File: src/rtl/uart_byte_tx_if.sv
// Byte handshake between the message selector and the UART transmitter.
interface uart_byte_tx_if;
   logic       send_en;
   logic [7:0] data_rx;
   logic       uart_tx;
   logic       tx_busy;
   logic       over_tx;

   // Selector side: issues byte requests and watches for frame completion.
   modport master (
      output send_en,
      output data_rx,
      input  uart_tx,
      input  tx_busy,
      input  over_tx
   );

   // Transmitter side.
   modport slave (
      input  send_en,
      input  data_rx,
      output uart_tx,
      output tx_busy,
      output over_tx
   );
endinterface

File: src/rtl/uart_byte_tx.sv
// uart_byte_tx: 8-bit LSB-first UART transmitter, optional parity, 1 or 2 stop bits.
// over_tx is raised during the last cycle of the final stop bit, so a selector
// that answers it with a registered send_en gets its next byte accepted on the
// first IDLE cycle, leaving exactly one idle-high cycle between frames.
module uart_byte_tx #(
   parameter int CLK_FREQ   = 50_000_000,
   parameter int BAUD       = 9600,
   parameter bit PARITY_EN  = 1'b0,
   parameter bit PARITY_ODD = 1'b0,
   parameter int STOP_BITS  = 1
) (
   input logic           clk,
   input logic           rst_n,
   uart_byte_tx_if.slave bus
);
   localparam int DIV   = CLK_FREQ / BAUD;
   localparam int CNT_W = $clog2(DIV);
   localparam logic [CNT_W-1:0] CNT_LAST  = CNT_W'(DIV - 1);
   localparam logic [CNT_W-1:0] CNT_PRE   = CNT_W'(DIV - 2);
   localparam logic             STOP_LAST = 1'(STOP_BITS - 1);

   typedef enum logic [2:0] {IDLE, START, DATA, PARITY, STOP} state_t;

   state_t           state;
   logic [CNT_W-1:0] cnt;
   logic [2:0]       bit_idx;
   logic             stop_idx;
   logic [7:0]       shreg;
   logic             par_bit;
   logic             tx_q;
   logic             busy_q;
   logic             over_q;
   logic             bit_end;

   assign bit_end     = (cnt == CNT_LAST);
   assign bus.uart_tx = tx_q;
   assign bus.tx_busy = busy_q;
   assign bus.over_tx = over_q;

   // Frame sequencer: owns state, baud counter, shifter and all registered outputs.
   always_ff @(posedge clk) begin
      if (!rst_n) begin
         state    <= IDLE;
         cnt      <= '0;
         bit_idx  <= '0;
         stop_idx <= 1'b0;
         shreg    <= '0;
         par_bit  <= 1'b0;
         tx_q     <= 1'b1;
         busy_q   <= 1'b0;
         over_q   <= 1'b0;
      end else begin
         over_q <= 1'b0;
         if (state != IDLE)
            cnt <= bit_end ? '0 : cnt + 1'b1;
         case (state)
            IDLE: begin
               // Parity is taken from the byte at acceptance; later data_rx
               // activity cannot disturb it.
               if (bus.send_en) begin
                  shreg   <= bus.data_rx;
                  par_bit <= (^bus.data_rx) ^ PARITY_ODD;
                  cnt     <= '0;
                  state   <= START;
                  tx_q    <= 1'b0;
                  busy_q  <= 1'b1;
               end
            end
            START: begin
               if (bit_end) begin
                  state   <= DATA;
                  bit_idx <= '0;
                  tx_q    <= shreg[0];
               end
            end
            DATA: begin
               if (bit_end) begin
                  shreg   <= {1'b0, shreg[7:1]};
                  bit_idx <= bit_idx + 1'b1;
                  if (bit_idx == 3'd7) begin
                     stop_idx <= 1'b0;
                     if (PARITY_EN) begin
                        state <= PARITY;
                        tx_q  <= par_bit;
                     end else begin
                        state <= STOP;
                        tx_q  <= 1'b1;
                     end
                  end else begin
                     tx_q <= shreg[1];
                  end
               end
            end
            PARITY: begin
               if (bit_end) begin
                  state <= STOP;
                  tx_q  <= 1'b1;
               end
            end
            STOP: begin
               if (stop_idx == STOP_LAST && cnt == CNT_PRE)
                  over_q <= 1'b1;
               if (bit_end) begin
                  if (stop_idx == STOP_LAST) begin
                     state  <= IDLE;
                     busy_q <= 1'b0;
                  end else begin
                     stop_idx <= stop_idx + 1'b1;
                  end
               end
            end
            default: state <= IDLE;
         endcase
      end
   end
endmodule
File: src/flat_wrapper.sv
// flat-port wrapper written by rule: the top's interface ports become plain ports
module uart_byte_tx_flat 
#(
   parameter int CLK_FREQ   = 50_000_000,
   parameter int BAUD       = 9600,
   parameter bit PARITY_EN  = 1'b0,
   parameter bit PARITY_ODD = 1'b0,
   parameter int STOP_BITS  = 1
)
  (clk, rst_n, bus_send_en, bus_data_rx, bus_uart_tx, bus_tx_busy, bus_over_tx);
  uart_byte_tx_if bus_i ();
  input logic clk;
  input logic rst_n;
  input wire logic [$bits(bus_i.send_en)-1:0] bus_send_en;
  input wire logic [$bits(bus_i.data_rx)-1:0] bus_data_rx;
  output wire logic [$bits(bus_i.uart_tx)-1:0] bus_uart_tx;
  output wire logic [$bits(bus_i.tx_busy)-1:0] bus_tx_busy;
  output wire logic [$bits(bus_i.over_tx)-1:0] bus_over_tx;
  assign bus_i.send_en = bus_send_en;
  assign bus_i.data_rx = bus_data_rx;
  assign bus_uart_tx = bus_i.uart_tx;
  assign bus_tx_busy = bus_i.tx_busy;
  assign bus_over_tx = bus_i.over_tx;
  uart_byte_tx #(.CLK_FREQ(CLK_FREQ), .BAUD(BAUD), .PARITY_EN(PARITY_EN), .PARITY_ODD(PARITY_ODD), .STOP_BITS(STOP_BITS)) u_core (.clk(clk), .rst_n(rst_n), .bus(bus_i));
endmodule
File: config.mk
export PLATFORM = sky130hd
export DESIGN_NAME = uart_byte_tx_flat
export DESIGN_NICKNAME = d
export VERILOG_FILES = /design/src/rtl/uart_byte_tx_if.sv /design/src/rtl/uart_byte_tx.sv /design/src/flat_wrapper.sv
export SDC_FILE = /design/constraint.sdc
export NUM_CORES = 1
export LEC_CHECK = 0
export ABC_CLOCK_PERIOD_IN_PS = 2800
export CORE_MARGIN = 8
export CORE_UTILIZATION = 35
export DETAILED_ROUTE_END_ITERATION = 8
export PLACE_DENSITY_LB_ADDON = 0.12
export SYNTH_ARGS = -nofsm -noshare
export SYNTH_HDL_FRONTEND = slang
export SYNTH_SLANG_ARGS = --single-unit
File: constraint.sdc
create_clock -name clk -period 2.8 [get_ports clk]
set_clock_uncertainty 0.2 [all_clocks]
set_input_delay 0.56 -clock clk [delete_from_list [all_inputs] [get_ports clk]]
set_output_delay 0.56 -clock clk [all_outputs]
set_load 0.005 [all_outputs]
==> impl_metrics.toml <==
[run_status]
status = "complete, no violations"

[pwr]
pwr-share-clk = 0.379
p_int_w = 0.000677
comb_power_share = 0.111
power.switching_w = 0.000210
power_leakage_nw = 0.697
vdd_drop_max_v = 0.000196
p_total_w = 0.000887
seq_power_share = 0.510
p_per_area_mw_per_mm2 = 463
switching_share = 0.237

[route]
drt_iter0_drc = 63
routed_via_density = 5.78
num_vias = 1515
ant_nets = 0
totalWireLength_mm = 3.93
wire_per_inst_um = 15.0
drc = 0
first_pass_iters = 4

[cells_and_area]
postLayoutCellArea_mm2 = 0.00192
stdcell_count = 262
drive_gt1_frac = 0.125
nNetsFinal = 224
n_antenna_cell = 0
area_growth_pct = 14.9

[logic_synthesis]
synth_cells = 197
syn_area_mm2 = 0.00167
synthArstFlopShare = 0
yosys_warnings = 0
ys_seq_area_frac = 0.360
syn_area_per_cell_um2 = 8.47
synth-edff-count = 0
ys_types = 44
syn_nets = 212
synth_flop_cell = "dfxtp_1"
ys_ff_latch = 30

[placement]
placed_cell_area_mm2 = 0.00183
dp_cells = 256
place_congestion = 0.809
dp_hpwl_mm = 2.81
port_buffers = 13

[global_routing]
antenna_found_initial = 0
track_usage = 0.114
grt_pass1_vias = 1401
grt_pass1_wl_mm = 6.58
gr-total-overflow = 0
grt_max_degree = 37

[timing]
period_needed_ns = 2.34
fmax_mhz = 427
grt_setup_unrepaired = "false"
min_period_over_period = 0.836
slew_violations = 0
tns_ns = 0
tightestPinTransition_ns = 0.740
setup_viol = 0
maxSlewHeadroom = 0.507
hold_viol = 0

[clock_tree]
cts_max_path_buffers = 2
path_clk_slew_ns = 0.06
cts.sinks = 30
cts_buffers = 5
cts_root_buf = "clkbuf_8"
cts_max_level = 2
clk_latency_ns = 0.28
cts_tree = "yes"
cts_setup_buffers = 0
cts_resized = 0
cts_hold_buf = 0

[floorplan]
die_area_mm2 = 0.00723
rows = 25
ios = 14
core-area_mm2 = 0.00466
die_w_um = 85.0
start_util = 0.358
die_h_um = 85.0

[worst_setup_path]
crit_required_ns = 2.80
critPathLaunchType = "register"
worst-path-max-fanout = 16
worstSetupPathType = "register to register"
arrival_ns = 2.34
end_kind = "register"

[run]
drv_cap = 0

[min_path]
hold_path_class = "register to register"
per-layer routing:
metal,share of wire,up-vias,GRT usage
met2,0.47,27,0.188
met3,0.037,8,0.0309
li1,-,750,-
met1,0.47,730,0.131
met4,0.019,0,0.0583
met5,0,-,0
cells in the mapped netlist, drive strengths merged, types with 2 or more instances:
| master | count | share of area |
|---|---|---|
| dfxtp | 30 | 0.36 |
| nand2 | 27 | 0.061 |
| nand3 | 13 | 0.039 |
| a21oi | 11 | 0.033 |
| a31oi | 11 | 0.041 |
| nor3 | 8 | 0.024 |
| clkbuf | 7 | 0.016 |
| mux2 | 7 | 0.047 |
| mux2i | 7 | 0.042 |
| inv | 6 | 0.014 |
| o21ai | 6 | 0.018 |
| nand3b | 5 | 0.023 |
| nand4 | 5 | 0.028 |
| nor2 | 5 | 0.011 |
| buf | 4 | 0.017 |
| ha | 4 | 0.030 |
| nand2b | 4 | 0.015 |
| and3 | 3 | 0.011 |
| nor4 | 3 | 0.011 |
| o22ai | 3 | 0.011 |
| or2 | 3 | 0.011 |
| or3 | 3 | 0.011 |
| or4 | 3 | 0.014 |
| nor3b | 2 | 0.0090 |
power groups by stage:
stage | Sequential (W) | Combinational (W) | Clock [W]
final | 0.000453 | 0.0000987 | 0.000336
after global routing | 0.000455 | 0.000109 | 0.000370
after CTS | 0.000453 | 0.0000996 | 0.000349
after detailed placement | 0.000462 | 0.0000992 | 0
after global placement | 0.000461 | 0.0000967 | 0
after floorplan | 0.000457 | 0.0000689 | 0
critical path, cell delays in order, from the launching register on:
cell,delay (ns)
dfxtp_1,0.35
ha_1,0.23
and2_0,0.30
a41oi_2,0.71
nand2_1,0.24
o22ai_1,0.23
stage by stage:
stage                     utilization  hold slack (ns)  setup slack [ns]
after global routing            0.411            0.282             0.281
after floorplan                     -            0.234             0.844
after CTS                       0.411            0.266             0.438
after detailed placement        0.393            0.254             0.452
final                           0.411            0.261             0.459
after global placement          0.393            0.243             0.497
logic make-up after synthesis:
group,Yosys count,synth area share
and+or+nand+nor,90,0.309
xor gates and xnor gates,1,0.00525
adders and majority gates,4,0.0300
muxes,14,0.0893
buffers and inverters,18,0.0488
DFF,30,0.360
AOI/OAI and AO/OA,40,0.158
state kept, by name (all words and copies together), names as in the netlist:
name / flops
u_core.shreg: 8
u_core.state: 3
u_core.cnt: 13
u_core.bus.tx_busy: 1
u_core.bit_idx: 3
u_core.bus.uart_tx: 1
u_core.bus.over_tx: 1
worst paths after layout:
check	from	endpoint	slack, ns	cells after the start
max	u_core.cnt[1]$_SDFF_PN0_	u_core.cnt[4]$_SDFF_PN0_	0.46	5
min	u_core.shreg[0]$_SDFFE_PN0P_	u_core.shreg[0]$_SDFFE_PN0P_	0.26	2
max reg2reg	u_core.cnt[1]$_SDFF_PN0_	u_core.cnt[4]$_SDFF_PN0_	0.46	5
min reg2reg	u_core.shreg[0]$_SDFFE_PN0P_	u_core.shreg[0]$_SDFFE_PN0P_	0.26	2
placed cells by master (no fill, tap or decap), types with 2 or more instances in the layout:
cell             count
nor4_1               3
nand3_1             13
mux2_2               7
nor3_1               8
or3_1                3
inv_1                6
clkdlybuf4s50_1     13
nor2_1               5
ha_1                 4
o22ai_1              3
nand4_1              4
nand2_1             27
a21oi_1             11
nand2b_1             4
buf_4                3
nor3b_1              2
or4_1                3
dfxtp_1             30
or2_2                3
and3_1               3
mux2i_1              7
a31oi_1             11
clkbuf_8             6
o21ai_0              6
nand3b_1             5
area by class of cell:
type	instances	area [um2]
Fill cell	458	2750
Multi-Input combinational cell	149	986
Sequential cell	30	601
Timing Repair Buffer	16	153
Clock buffer	6	82.6
Tap cell	54	67.6
Inverter	7	26.3
Power figures use the tool's default switching activity.
